--- config.mk ---
export PLATFORM = sky130hd
export DESIGN_NAME = audio_ctrl_fsm
export DESIGN_NICKNAME = d
export VERILOG_FILES = /design/src/rtl/audio_ctrl_pkg.sv /design/src/rtl/audio_ctrl_fsm_key_debounce.sv /design/src/rtl/audio_ctrl_fsm.sv
export SDC_FILE = /design/constraint.sdc
export NUM_CORES = 1
export LEC_CHECK = 0
export ABC_CLOCK_PERIOD_IN_PS = 7200
export BUFFER_PORTS_ARGS = -buffer_cell sky130_fd_sc_hd__buf_2
export CELL_PAD_IN_SITES_DETAIL_PLACEMENT = 2
export CELL_PAD_IN_SITES_GLOBAL_PLACEMENT = 2
export CORE_MARGIN = 10
export CORE_UTILIZATION = 41
export DETAILED_ROUTE_END_ITERATION = 16
export GPL_TIMING_DRIVEN = 0
export MAX_ROUTING_LAYER = met4
export PLACE_DENSITY = 0.83
export SLEW_MARGIN = 10
export SYNTH_ARGS = -nofsm -noshare
export SYNTH_HDL_FRONTEND = slang
export SYNTH_SLANG_ARGS = --single-unit
--- constraint.sdc ---
create_clock -name i_clk -period 7.2 [get_ports i_clk]
set_input_delay 0.72 -clock i_clk [delete_from_list [all_inputs] [get_ports i_clk]]
set_output_delay 0.72 -clock i_clk [all_outputs]
set_load 0.02 [all_outputs]
--- src/rtl/audio_ctrl_pkg.sv ---
// Shared types for the WM8731 record/playback controller: FSM state codes,
// speed-mode encoding and the switch decode used to pick the speed mode.
package audio_ctrl_pkg;

  typedef enum logic [2:0] {
    S_IDLE       = 3'd0,
    S_I2C        = 3'd1,
    S_RECD_IDLE  = 3'd2,
    S_RECD       = 3'd3,
    S_RECD_PAUSE = 3'd4,
    S_PLAY_IDLE  = 3'd5,
    S_PLAY       = 3'd6,
    S_PLAY_PAUSE = 3'd7
  } ctrl_state_e;

  typedef enum logic [1:0] {
    SPD_NORMAL = 2'd0,
    SPD_FAST   = 2'd1,
    SPD_SLOW_0 = 2'd2,
    SPD_SLOW_1 = 2'd3
  } speed_mode_e;

  localparam int KEY_STOP  = 0;
  localparam int KEY_START = 1;
  localparam int KEY_DOWN  = 2;

  function automatic speed_mode_e decode_speed(input logic [1:0] sw_speed,
                                               input logic       sw_interp);
    if (!sw_speed[1])     return SPD_NORMAL;
    else if (!sw_speed[0]) return SPD_FAST;
    else if (sw_interp)   return SPD_SLOW_1;
    else                  return SPD_SLOW_0;
  endfunction

endpackage

--- src/rtl/audio_ctrl_fsm_key_debounce.sv ---
// Single-key debouncer: synchronises the raw key, accepts a new level once it
// has been stable for DEB_CYCLES cycles, and emits a one-cycle press pulse.
module key_debounce #(
  parameter int DEB_CYCLES = 1024
) (
  input  logic i_clk,
  input  logic i_rst,
  input  logic i_key,
  output logic o_press
);

  localparam int CNT_W = (DEB_CYCLES > 1) ? $clog2(DEB_CYCLES) : 1;
  localparam logic [CNT_W-1:0] CNT_LAST = CNT_W'(DEB_CYCLES - 1);

  logic             sync_p0;
  logic             sync_p1;
  logic             key_p2;
  logic             stable_q;
  logic [CNT_W-1:0] cnt_q;

  always_ff @(posedge i_clk) begin
    if (i_rst) begin
      sync_p0  <= 1'b0;
      sync_p1  <= 1'b0;
      key_p2   <= 1'b0;
      stable_q <= 1'b0;
      cnt_q    <= '0;
      o_press  <= 1'b0;
    end else begin
      sync_p0 <= i_key;
      sync_p1 <= sync_p0;
      key_p2  <= sync_p1;
      o_press <= 1'b0;
      // Any raw change, or agreement with the accepted level, restarts the count
      if ((sync_p1 != key_p2) || (sync_p1 == stable_q)) begin
        cnt_q <= '0;
      end else if (cnt_q == CNT_LAST) begin
        stable_q <= sync_p1;
        o_press  <= sync_p1;
        cnt_q    <= '0;
      end else begin
        cnt_q <= cnt_q + CNT_W'(1);
      end
    end
  end

endmodule

--- src/rtl/audio_ctrl_fsm.sv ---
// Record/playback controller: key debounce, codec-init/record/play FSM,
// command pulses, per-slot recorded lengths and saturating speed control.
module audio_ctrl_fsm
  import audio_ctrl_pkg::*;
#(
  parameter int ADDR_W     = 20,
  parameter int NUM_SLOTS  = 4,
  parameter int SPEED_W    = 3,
  parameter int MAX_SPEED  = 7,
  parameter int DEB_CYCLES = 1024,
  localparam int SLOT_W    = (NUM_SLOTS > 1) ? $clog2(NUM_SLOTS) : 1
) (
  input  logic              i_clk,
  input  logic              i_rst,
  input  logic [2:0]        i_key,
  input  logic              i_sw_mode,
  input  logic [1:0]        i_sw_speed,
  input  logic              i_sw_interp,
  input  logic              i_i2c_done,
  input  logic [ADDR_W-1:0] i_recd_addr,
  input  logic              i_play_done,
  output logic [2:0]        o_state,
  output logic              o_recd_start,
  output logic              o_recd_pause,
  output logic              o_recd_stop,
  output logic              o_play_start,
  output logic              o_play_pause,
  output logic              o_play_stop,
  output logic [SPEED_W-1:0] o_speed,
  output logic              o_fast,
  output logic              o_slow_0,
  output logic              o_slow_1,
  output logic [SLOT_W-1:0] o_slot,
  output logic [ADDR_W-1:0] o_slot_base,
  output logic [ADDR_W-1:0] o_slot_len,
  output logic              o_sram_we_n
);

  localparam int REG_SH = ADDR_W - $clog2(NUM_SLOTS);
  localparam logic [ADDR_W-1:0]  REG_LAST = ADDR_W'((64'd1 << REG_SH) - 64'd1);
  localparam logic [SPEED_W-1:0] SPD_MAX  = SPEED_W'(MAX_SPEED);

  function automatic logic [SPEED_W-1:0] sat_inc(input logic [SPEED_W-1:0] v);
    return (v >= SPD_MAX) ? SPD_MAX : v + SPEED_W'(1);
  endfunction

  function automatic logic [SPEED_W-1:0] sat_dec(input logic [SPEED_W-1:0] v);
    return (v == '0) ? '0 : v - SPEED_W'(1);
  endfunction

  logic [2:0]         press;
  ctrl_state_e        state_q, state_nxt;
  logic [SLOT_W-1:0]  slot_q, slot_nxt;
  logic [SPEED_W-1:0] fast_q, fast_nxt, slow_q, slow_nxt;
  logic [ADDR_W-1:0]  len_q [NUM_SLOTS];
  logic               len_we;
  logic [ADDR_W-1:0]  len_wdata;
  logic [ADDR_W-1:0]  slot_base;
  logic               slot_full;
  logic               spd_adj;
  speed_mode_e        spd_mode;
  logic               rs_nxt, rp_nxt, rt_nxt, ps_nxt, pp_nxt, pt_nxt;

  for (genvar k = 0; k < 3; k++) begin : g_key
    key_debounce #(.DEB_CYCLES(DEB_CYCLES)) u_deb (
      .i_clk   (i_clk),
      .i_rst   (i_rst),
      .i_key   (i_key[k]),
      .o_press (press[k])
    );
  end

  assign spd_mode  = decode_speed(i_sw_speed, i_sw_interp);
  assign slot_base = ADDR_W'(slot_q) << REG_SH;
  assign slot_full = (i_recd_addr == (slot_base + REG_LAST));

  always_comb begin
    state_nxt = state_q;
    slot_nxt  = slot_q;
    fast_nxt  = fast_q;
    slow_nxt  = slow_q;
    len_we    = 1'b0;
    len_wdata = i_recd_addr - slot_base;
    spd_adj   = 1'b0;
    rs_nxt = 1'b0; rp_nxt = 1'b0; rt_nxt = 1'b0;
    ps_nxt = 1'b0; pp_nxt = 1'b0; pt_nxt = 1'b0;

    case (state_q)
      S_IDLE: state_nxt = S_I2C;
      S_I2C:  if (i_i2c_done) state_nxt = S_RECD_IDLE;
      S_RECD_IDLE: begin
        if (i_sw_mode) begin
          state_nxt = S_PLAY_IDLE;
        end else if (press[KEY_START]) begin
          state_nxt = S_RECD;
          rs_nxt    = 1'b1;
        end else if (press[KEY_DOWN]) begin
          slot_nxt = (NUM_SLOTS == 1) ? '0 : slot_q + SLOT_W'(1);
        end
      end
      S_RECD: begin
        // A full slot stores the whole region, which the plain difference cannot reach
        if (i_sw_mode || press[KEY_STOP] || slot_full) begin
          state_nxt = i_sw_mode ? S_PLAY_IDLE : S_RECD_IDLE;
          rt_nxt    = 1'b1;
          len_we    = 1'b1;
          if (slot_full) len_wdata = i_recd_addr - slot_base + ADDR_W'(1);
        end else if (press[KEY_START]) begin
          state_nxt = S_RECD_PAUSE;
          rp_nxt    = 1'b1;
        end
      end
      S_RECD_PAUSE: begin
        if (i_sw_mode || press[KEY_STOP]) begin
          state_nxt = i_sw_mode ? S_PLAY_IDLE : S_RECD_IDLE;
          rt_nxt    = 1'b1;
          len_we    = 1'b1;
        end else if (press[KEY_START]) begin
          state_nxt = S_RECD;
          rs_nxt    = 1'b1;
        end
      end
      S_PLAY_IDLE: begin
        if (!i_sw_mode) begin
          state_nxt = S_RECD_IDLE;
        end else begin
          spd_adj = 1'b1;
          if (press[KEY_START] && (len_q[slot_q] != '0)) begin
            state_nxt = S_PLAY;
            ps_nxt    = 1'b1;
          end
        end
      end
      S_PLAY: begin
        if (!i_sw_mode || press[KEY_STOP] || i_play_done) begin
          state_nxt = !i_sw_mode ? S_RECD_IDLE : S_PLAY_IDLE;
          pt_nxt    = 1'b1;
        end else if (press[KEY_START]) begin
          state_nxt = S_PLAY_PAUSE;
          pp_nxt    = 1'b1;
        end
      end
      S_PLAY_PAUSE: begin
        if (!i_sw_mode) begin
          state_nxt = S_RECD_IDLE;
          pt_nxt    = 1'b1;
        end else begin
          spd_adj = 1'b1;
          if (press[KEY_START]) begin
            state_nxt = S_PLAY;
            ps_nxt    = 1'b1;
          end
        end
      end
      default: state_nxt = S_IDLE;
    endcase

    // Key0 always means "play faster": raise the fast level or lower the slow one
    if (spd_adj) begin
      case (spd_mode)
        SPD_FAST: begin
          if (press[KEY_STOP] && !press[KEY_DOWN])      fast_nxt = sat_inc(fast_q);
          else if (press[KEY_DOWN] && !press[KEY_STOP]) fast_nxt = sat_dec(fast_q);
        end
        SPD_SLOW_0, SPD_SLOW_1: begin
          if (press[KEY_STOP] && !press[KEY_DOWN])      slow_nxt = sat_dec(slow_q);
          else if (press[KEY_DOWN] && !press[KEY_STOP]) slow_nxt = sat_inc(slow_q);
        end
        default: ;
      endcase
    end
  end

  always_ff @(posedge i_clk) begin
    if (i_rst) begin
      state_q      <= S_IDLE;
      slot_q       <= '0;
      fast_q       <= '0;
      slow_q       <= '0;
      o_recd_start <= 1'b0;
      o_recd_pause <= 1'b0;
      o_recd_stop  <= 1'b0;
      o_play_start <= 1'b0;
      o_play_pause <= 1'b0;
      o_play_stop  <= 1'b0;
      for (int i = 0; i < NUM_SLOTS; i++) len_q[i] <= '0;
    end else begin
      state_q      <= state_nxt;
      slot_q       <= slot_nxt;
      fast_q       <= fast_nxt;
      slow_q       <= slow_nxt;
      o_recd_start <= rs_nxt;
      o_recd_pause <= rp_nxt;
      o_recd_stop  <= rt_nxt;
      o_play_start <= ps_nxt;
      o_play_pause <= pp_nxt;
      o_play_stop  <= pt_nxt;
      if (len_we) len_q[slot_q] <= len_wdata;
    end
  end

  always_comb begin
    case (spd_mode)
      SPD_FAST:               o_speed = fast_q;
      SPD_SLOW_0, SPD_SLOW_1: o_speed = slow_q;
      default:                o_speed = '0;
    endcase
  end

  assign o_fast      = (spd_mode == SPD_FAST);
  assign o_slow_0    = (spd_mode == SPD_SLOW_0);
  assign o_slow_1    = (spd_mode == SPD_SLOW_1);
  assign o_state     = state_q;
  assign o_slot      = slot_q;
  assign o_slot_base = slot_base;
  assign o_slot_len  = len_q[slot_q];
  assign o_sram_we_n = (state_q != S_RECD);

endmodule

==> results of run 1 <==
==> cells in the mapped netlist, types with 2 or more instances <==
master and number:
a21oi_1 18, a221oi_1 3, and4_1 10, a21boi_0 2, edfxtp_1 80, buf_4 20, or3_1 3, ha_1 16
xnor2_1 15, and2_1 2, nor2_1 83, mux4_2 18, buf_2 3, nor2b_1 18, nand4_1 11, dfxtp_1 64
and3_1 39, xor2_1 16, mux4_1 2, o21ai_1 4, buf_1 2, a31oi_1 3, o21ai_0 16, nand2b_1 6
nor4_1 21, a311oi_1 2, or2_2 3, inv_1 20, a21o_1 2, nand3b_1 3, clkbuf_8 3, nor3_1 14
clkbuf_1 19, nand2_1 31, nor4_2 2, mux2i_1 7, nand3_1 16, nor3b_1 2
==> worst max-delay path by stage <==
| stage | from | endpoint | slack, ns |
|---|---|---|---|
| global placement | i_recd_addr[18] | len_q[2][8]$_SDFFCE_PN0P_ | 3.15 |
| global route | o_slot[0]$_SDFFE_PP0P_ | len_q[2][10]$_SDFFCE_PN0P_ | 3.20 |
| finish | o_slot[0]$_SDFFE_PP0P_ | len_q[2][0]$_SDFFCE_PN0P_ | 3.37 |
| detailed placement | i_recd_addr[18] | len_q[1][3]$_SDFFCE_PN0P_ | 3.08 |
| CTS | o_slot[0]$_SDFFE_PP0P_ | len_q[2][0]$_SDFFCE_PN0P_ | 3.42 |
| floorplan | i_recd_addr[18] | len_q[2][0]$_SDFFCE_PN0P_ | 4.18 |
==> cell families after synthesis <==
family          Yosys count
fa+ha+maj                16
mux                      27
buf+inv                  70
other cells               1
compound gates           59
simple gates            269
xor+xnor                 31
flops                   144
==> routing by layer <==
metal | routed length [um] | up-vias
met5 | 0 | -
met4 | 446 | 0
met3 | 1020 | 35
met2 | 11800 | 172
met1 | 8910 | 2717
li1 | - | 2414
==> cells in the final DEF (no fill, tap or decap), types with 3 or more instances in the layout <==
master,n
a21oi_1,18
a221oi_1,3
a31oi_1,3
and3_1,39
and4_1,10
buf_2,71
buf_4,20
clkbuf_1,19
clkbuf_16,17
clkbuf_8,5
clkinvlp_4,5
conb_1,18
dfxtp_1,64
edfxtp_1,80
ha_1,16
inv_1,20
inv_6,3
mux2i_1,7
mux4_2,18
nand2_1,31
nand2b_1,6
nand3_1,16
nand3b_1,3
nand4_1,11
nor2_1,83
nor2b_1,18
nor3_1,14
nor4_1,21
o21ai_0,16
o21ai_1,4
or2_2,3
or3_1,3
xnor2_1,15
xor2_1,16
==> critical path, stage by stage, from the launching register on <==
cell	delay [ns]
dfxtp_1	0.43
ha_1	0.49
nand3_1	0.13
or4_1	0.51
o21ai_2	0.28
nand4_1	0.55
nand2_1	1.03
==> per-stage QoR <==
step           util (%)  std cells
3_3_place_gp       45.7        922
2_1_floorplan         -        634
4_1_cts            49.4        954
3_5_place_dp       45.7        922
6_report           49.4        954
5_1_grt            49.4        954
==> final cells by class <==
| class | instances | area (sq um) | area share [%] |
|---|---|---|---|
| Sequential cell | 144 | 3680 | 45.3 |
| Clock buffer | 19 | 453 | 5.57 |
| Inverter | 22 | 82.6 | 1.02 |
| Buffer | 48 | 297 | 3.65 |
| Timing Repair Buffer | 68 | 340 | 4.19 |
| Clock inverter | 13 | 153 | 1.88 |
| Multi-Input combinational cell | 420 | 2840 | 35.0 |
| Tap cell | 220 | 275 | 3.39 |
==> flip-flops by register name, summed over array words and instances, names as in the netlist, 2 cells and up, named ones only <==
name                  flops
fast_q                    3
g_key.u_deb.cnt_q        30
g_key.u_deb.key_p2        3
g_key.u_deb.o_press       3
g_key.u_deb.stable_q      3
g_key.u_deb.sync_p0       3
g_key.u_deb.sync_p1       3
len_q                    80
o_slot                    2
o_state                   3
slow_q                    3
==> power by group <==
group | leakage, uW | switching (uW) | total (uW) | internal [uW]
logic | 0.00162 | 165 | 250 | 84.5
clock network | 0.000281 | 385 | 919 | 535
registers | 0.00134 | 19.1 | 924 | 905
total | 0.00324 | 569 | 2090 | 1520
==> key figures, run 1 <==
Worst hold path
  • Hold Crit Start: g_key[2].u_deb.sync_p0$_SDFF_PP0_
  • Cells on Worst Hold Path: 1
  • Hold EP: g_key[2].u_deb.sync_p1$_SDFF_PP0_
  • Hold Path Class: flip-flop to flip-flop

Logic synthesis
  • Post-synthesis instance total: 617
  • Synthesized area: 6840 sq um
  • Post-synthesis mux area share: 7.72%
  • Share of the synthesized area in the top cell type: a little over a third
  • Post-synthesis simple-gate area fraction: about a fifth
  • Synth unique cells: 56
  • Post-Synth Adder-Cell Area: under 10%
  • Async SR Flop Fraction: 0%
  • Post-synthesis sequential area ratio: a little over half
  • Main combinational cell family by area after synthesis: simple AND/OR/NAND/NOR gates
  • Mean Syn Cell Area: 11.1 sq um
  • Xor/xnor cell area share of the yosys netlist: 3.97%
  • YS warnings: 0
  • Number of synthesized flops with an enable pin: 80
  • Leading area contributor after synthesis: edfxtp_1
  • Seq cells post-synth: 144
  • Compound-Gate Fraction of Synth Area: about 5.3%
  • Top post-synthesis cells by area: edfxtp_1 35%, dfxtp_1 19%, mux4_2 5.9%
  • Top_reg_cell synth: edfxtp_1

Cells and area
  • Number of diodes: 0
  • Layout cells sized above 1: 21.3%
  • Layout fillers: about 1.7k
  • Post-route design area: ~8100 sq um
  • Area growth syn-to-layout: 18.8%
  • Nets@finish: 768

Routing
  • Vias/cell: 5.60
  • Final wirelength: 22200 um
  • Final ANT Viol Nets: 0
  • DR pass1 iterations: 5
  • Wirelength per Cell: 23.2 um
  • DR iter-0 viols: 370
  • Via Count: between 5k and 6k
  • # DRC: 0

STA
  • Slew Limit Headroom: around 14%
  • Fmax: 261 MHz
  • Slew @ Worst Pin: 1.28 ns
  • Period utilization: about 53%
  • Setup ws final: about 3.4 ns
  • Final setup viols: 0
  • Period minus WS final: 3.83 ns
  • Slew Limit Fails: 0
  • Clk_skew: between 0.009 and 0.01 ns
  • Hold_ws: 0.439 ns
  • Hold Fails Final Rpt: 0
  • Post-route setup TNS: 0 ns
  • RSZ-0062 raised after global routing: no

Worst setup path
  • FF-to-FF End: len_q[2][0]$_SDFFCE_PN0P_
  • Worst r2r path cells: 6
  • Reg-to-reg startpoint: o_slot[0]$_SDFFE_PP0P_
  • WP data required: around 7.3 ns
  • Critical Path AT: 3.89 ns
  • Crit-path max FO: 20
  • Critical Path End Type: flip-flop
  • Kind of critical path: flip-flop to flip-flop
  • R2r setup slk: 3.37 ns
  • Startpoint Class: flip-flop

Power and ir drop
  • Design Power: 2090 uW
  • Leakage power: around 0.0032 uW
  • PD cells: 257 nW/um^2
  • Max VDD drop: around 0.17 mV

Floorplan
  • Area of the core: 16500 sq um
  • Row cnt: 47
  • Die area: 22300 sq um
  • I/O Pins: 89
  • Die extent in y: 149 um
  • Initial core utilization: between 40% and 50%
  • Die W: roughly 150 um

Place
  • Pre-CTS setup slack: 3.08 ns
  • DP HPWL: 15300 um
  • Port bufs: approximately 70
  • RePlAce Congestion: 0.870
  • DP Area: 7520 sq um

Global route
  • Layer with the highest usage: met2
  • Met3 usage: under 10%
  • GR Util met1: 23.6%
  • First-pass GRT wire length: about 35000 um
  • GR Util All Layers: 20.9%
  • Number of global-route vias before repair: 5966
  • Gr ovfl total: 0
  • Met2 usage: between 30 and 40%
  • Largest net degree at the start of global routing: 21
  • Antenna violations before repair: 0

Clock tree
  • CTS Sinks: 144
  • CTS root buf: clkbuf_16
  • # Post-CTS Setup Buffers: 0
  • Clock latency on the worst-skew pair: about 0.44 ns
  • Number of hold buffers added after CTS: 0
  • CTS tree: built
  • CTS clock-pin slew for the worst setup and hold paths: 0.06 ns
  • Worst-case clock buffer depth: 2
  • CTS resizes: 0
  • Cts bufs inserted: 17
  • Htree depth: 4

Run
  • Max Cap Viol: 0

Run status
  • Status: finished clean
Power figures use the tool's default switching activity.
==> run 2: changes to the inputs <==
Settings changed: ABC_CLOCK_PERIOD_IN_PS 7200 to 3600, CORE_UTILIZATION 41 to 38, PLACE_DENSITY 0.83 to 0.78.
Clock period 7.2 ns to 3.6 ns, I/O delays scaled along.
==> key figures, run 2 (same netlist as run 1, synthesis figures left out) <==
Run status
  • Status: finished clean

STA
  • Slew Limit Fails: 0
  • Final setup viols: 0
  • RSZ-0062 raised after global routing: no
  • Hold Fails Final Rpt: 0
  • Setup ws final: 0.205 ns
  • Clk_skew: 0.00839 ns
  • Slew Limit Headroom: 10.9%
  • Period utilization: 94.3%
  • Fmax: approximately 290 MHz
  • Period minus WS final: 3.39 ns
  • Slew @ Worst Pin: ~1.3 ns

Place
  • RePlAce Congestion: 0.848
  • DP HPWL: 15700 um
  • Placed Cells: 931
  • Port bufs: 68
  • Pre-CTS setup slack: -0.203 ns
  • DP Area: 7530 sq um

Worst setup path
  • Startpoint Class: flip-flop
  • Reg-to-reg startpoint: o_slot[0]$_SDFFE_PP0P_
  • Max incr delay on CP: 0.72 ns
  • Crit path capture: len_q[0][17]$_SDFFCE_PN0P_
  • Kind of critical path: flip-flop to flip-flop
  • Crit path from: o_slot[0]$_SDFFE_PP0P_
  • R2r setup slk: just over 0.2 ns
  • Worst r2r path cells: 6
  • FF-to-FF End: len_q[0][17]$_SDFFCE_PN0P_
  • Crit-path cells: ha_1 -> nand3_1 -> or4_1 -> o21ai_2 -> nand4_1 -> nand2_2
  • CP max stage cell: nand2_2
  • Crit-path max FO: 20
  • WP data required: approximately 3.7 ns
  • Critical Path End Type: flip-flop
  • Critical Path AT: 3.46 ns

Power and ir drop
  • PD cells: roughly 500 nW/um^2
  • Max VDD drop: roughly 0.37 mV
  • Comb power frac: 12.1%
  • Sw power: 1120 uW
  • Pint: 3070 uW
  • Switching Share: a little over a quarter
  • Clk network pwr share: between 40% and 50%
  • Register share of total power: 44.1%
  • Leakage power: 0.00325 uW

Cells and area
  • Max reg flops: 80
  • Largest register by flop count: len_q
  • Number of diodes: 0
  • Final Non-Filler Cells: approximately 960
  • Layout fillers: 1829
  • Area growth syn-to-layout: 19.2%
  • Nets@finish: 768
  • Most frequent cells in the layout: 83 x nor2_1, 80 x edfxtp_1, 71 x buf_2, 64 x dfxtp_1, 39 x and3_1
  • Leading cell type in the layout, fill and taps excluded: nor2_1
  • Post-route design area: 8160 sq um
  • Layout cells sized above 1: 21.7%
  • Largest regs: len_q: 80 flops, g_key.u_deb.cnt_q: 30 flops

Clock tree
  • # Post-CTS Setup Buffers: 0
  • CTS root buf: clkbuf_16
  • Number of hold buffers added after CTS: 0
  • Clock latency on the worst-skew pair: 0.43 ns
  • CTS clock-pin slew for the worst setup and hold paths: 0.06 ns
  • Htree depth: 4
  • Worst-case clock buffer depth: 2
  • CTS Sinks: ~140
  • CTS tree: built
  • Cts bufs inserted: 17

Routing
  • Vias/cell: 5.47
  • # DRC: 0
  • Wirelength per Cell: 23.0 um
  • DR iter-0 viols: 333
  • DR pass1 iterations: 4
  • Final ANT Viol Nets: 0
  • Final wirelength: 22200 um
  • Via Count: 5263

Worst hold path
  • Hold Path Class: input port to flip-flop

Floorplan
  • I/O Pins: 89
  • Area of the core: 17800 sq um
  • Initial core utilization: 38.4%
  • Die area: about 24000 sq um
  • Die W: 154 um
  • Row cnt: 49
  • Die extent in y: 154 um

Global route
  • Gr ovfl total: 0
  • GR Util All Layers: 19.3%
  • Antenna violations before repair: 0
  • Largest net degree at the start of global routing: 21
  • First-pass GRT wire length: between 30000 and 40000 um
  • Number of global-route vias before repair: 5952

Run
  • Max Cap Viol: 0
## run 2: cell count changes in the layout (fill, tap and decap cells not counted)
cell        before  now
nand2_4          0    2
clkinv_2         0    2
inv_8            1    0
bufinv_16        2    3
clkbuf_8         5    3
nand2_1         31   28
inv_6            3    4
clkinvlp_4       5    4
nand2_2          0    1
## run 2: per-layer routing
| layer | track usage (%) | vias to the layer above | share of wire [%] |
|---|---|---|---|
| met5 | - | - | 0 |
| met4 | 6.30 | 0 | 2.0 |
| met3 | 3.61 | 31 | 3.5 |
| met2 | 33.7 | 112 | 53 |
| met1 | 21.8 | 2702 | 41 |
| li1 | - | 2418 | - |
## run 2: layout make-up
cell class / count / area (sq um) / share of cell area (%)
plain buffers: 48 / 297 / 3.63
clock buffers: 17 / 425 / 5.21
clock inverters: 15 / 183 / 2.24
inverters: 22 / 82.6 / 1.01
multi-input cells: 420 / 2860 / 35.1
flip-flops and latches: 144 / 3680 / 45.1
well taps: 229 / 287 / 3.51
repair buffers: 68 / 340 / 4.17
## run 2: power by group through the flow
stage | registers (uW) | logic (uW) | clock network (uW)
after floorplan | 1890 | 306 | 0
after global placement | 1870 | 480 | 0
after CTS | 1850 | 506 | 1850
after global routing | 1860 | 548 | 1930
after detailed placement | 1880 | 498 | 0
final | 1850 | 507 | 1840
## run 2: worst min-delay path by stage
stage | startpoint | cells after the start | to
3_5_place_dp | g_key[0].u_deb.sync_p0$_SDFF_PP0_ | 1 | g_key[0].u_deb.sync_p1$_SDFF_PP0_
3_3_place_gp | g_key[2].u_deb.sync_p0$_SDFF_PP0_ | 1 | g_key[2].u_deb.sync_p1$_SDFF_PP0_
2_1_floorplan | g_key[0].u_deb.sync_p0$_SDFF_PP0_ | 1 | g_key[0].u_deb.sync_p1$_SDFF_PP0_
4_1_cts | i_key[2] | 2 | g_key[2].u_deb.sync_p0$_SDFF_PP0_
6_report | i_key[2] | 2 | g_key[2].u_deb.sync_p0$_SDFF_PP0_
5_1_grt | i_key[2] | 2 | g_key[2].u_deb.sync_p0$_SDFF_PP0_
## run 2: metrics by stage
stage                     hold WS, ns  utilization, %  TNS [ns]  total power [uW]
after floorplan                 0.414               -         0              2190
after global placement          0.422            42.2     -5.53              2350
after detailed placement        0.433            42.2     -7.94              2380
after CTS                       0.126            45.7         0              4210
after global routing            0.160            45.7         0              4340
final                           0.139            45.7         0              4190
## run 2: timing repair
item	4_1_cts	5_1_grt
hold endpoints to repair	0	0
setup endpoints to repair	60	24
gates resized for setup	3	2
## run 2: critical path, delay by kind of cell (launching register included)
kind	cells	cell delay (ns)
AO/OA/AOI/OAI	1	0.27
adder cells (fa/ha/maj)	1	0.47
flip-flops	1	0.42
AND/OR/NAND/NOR	4	1.84
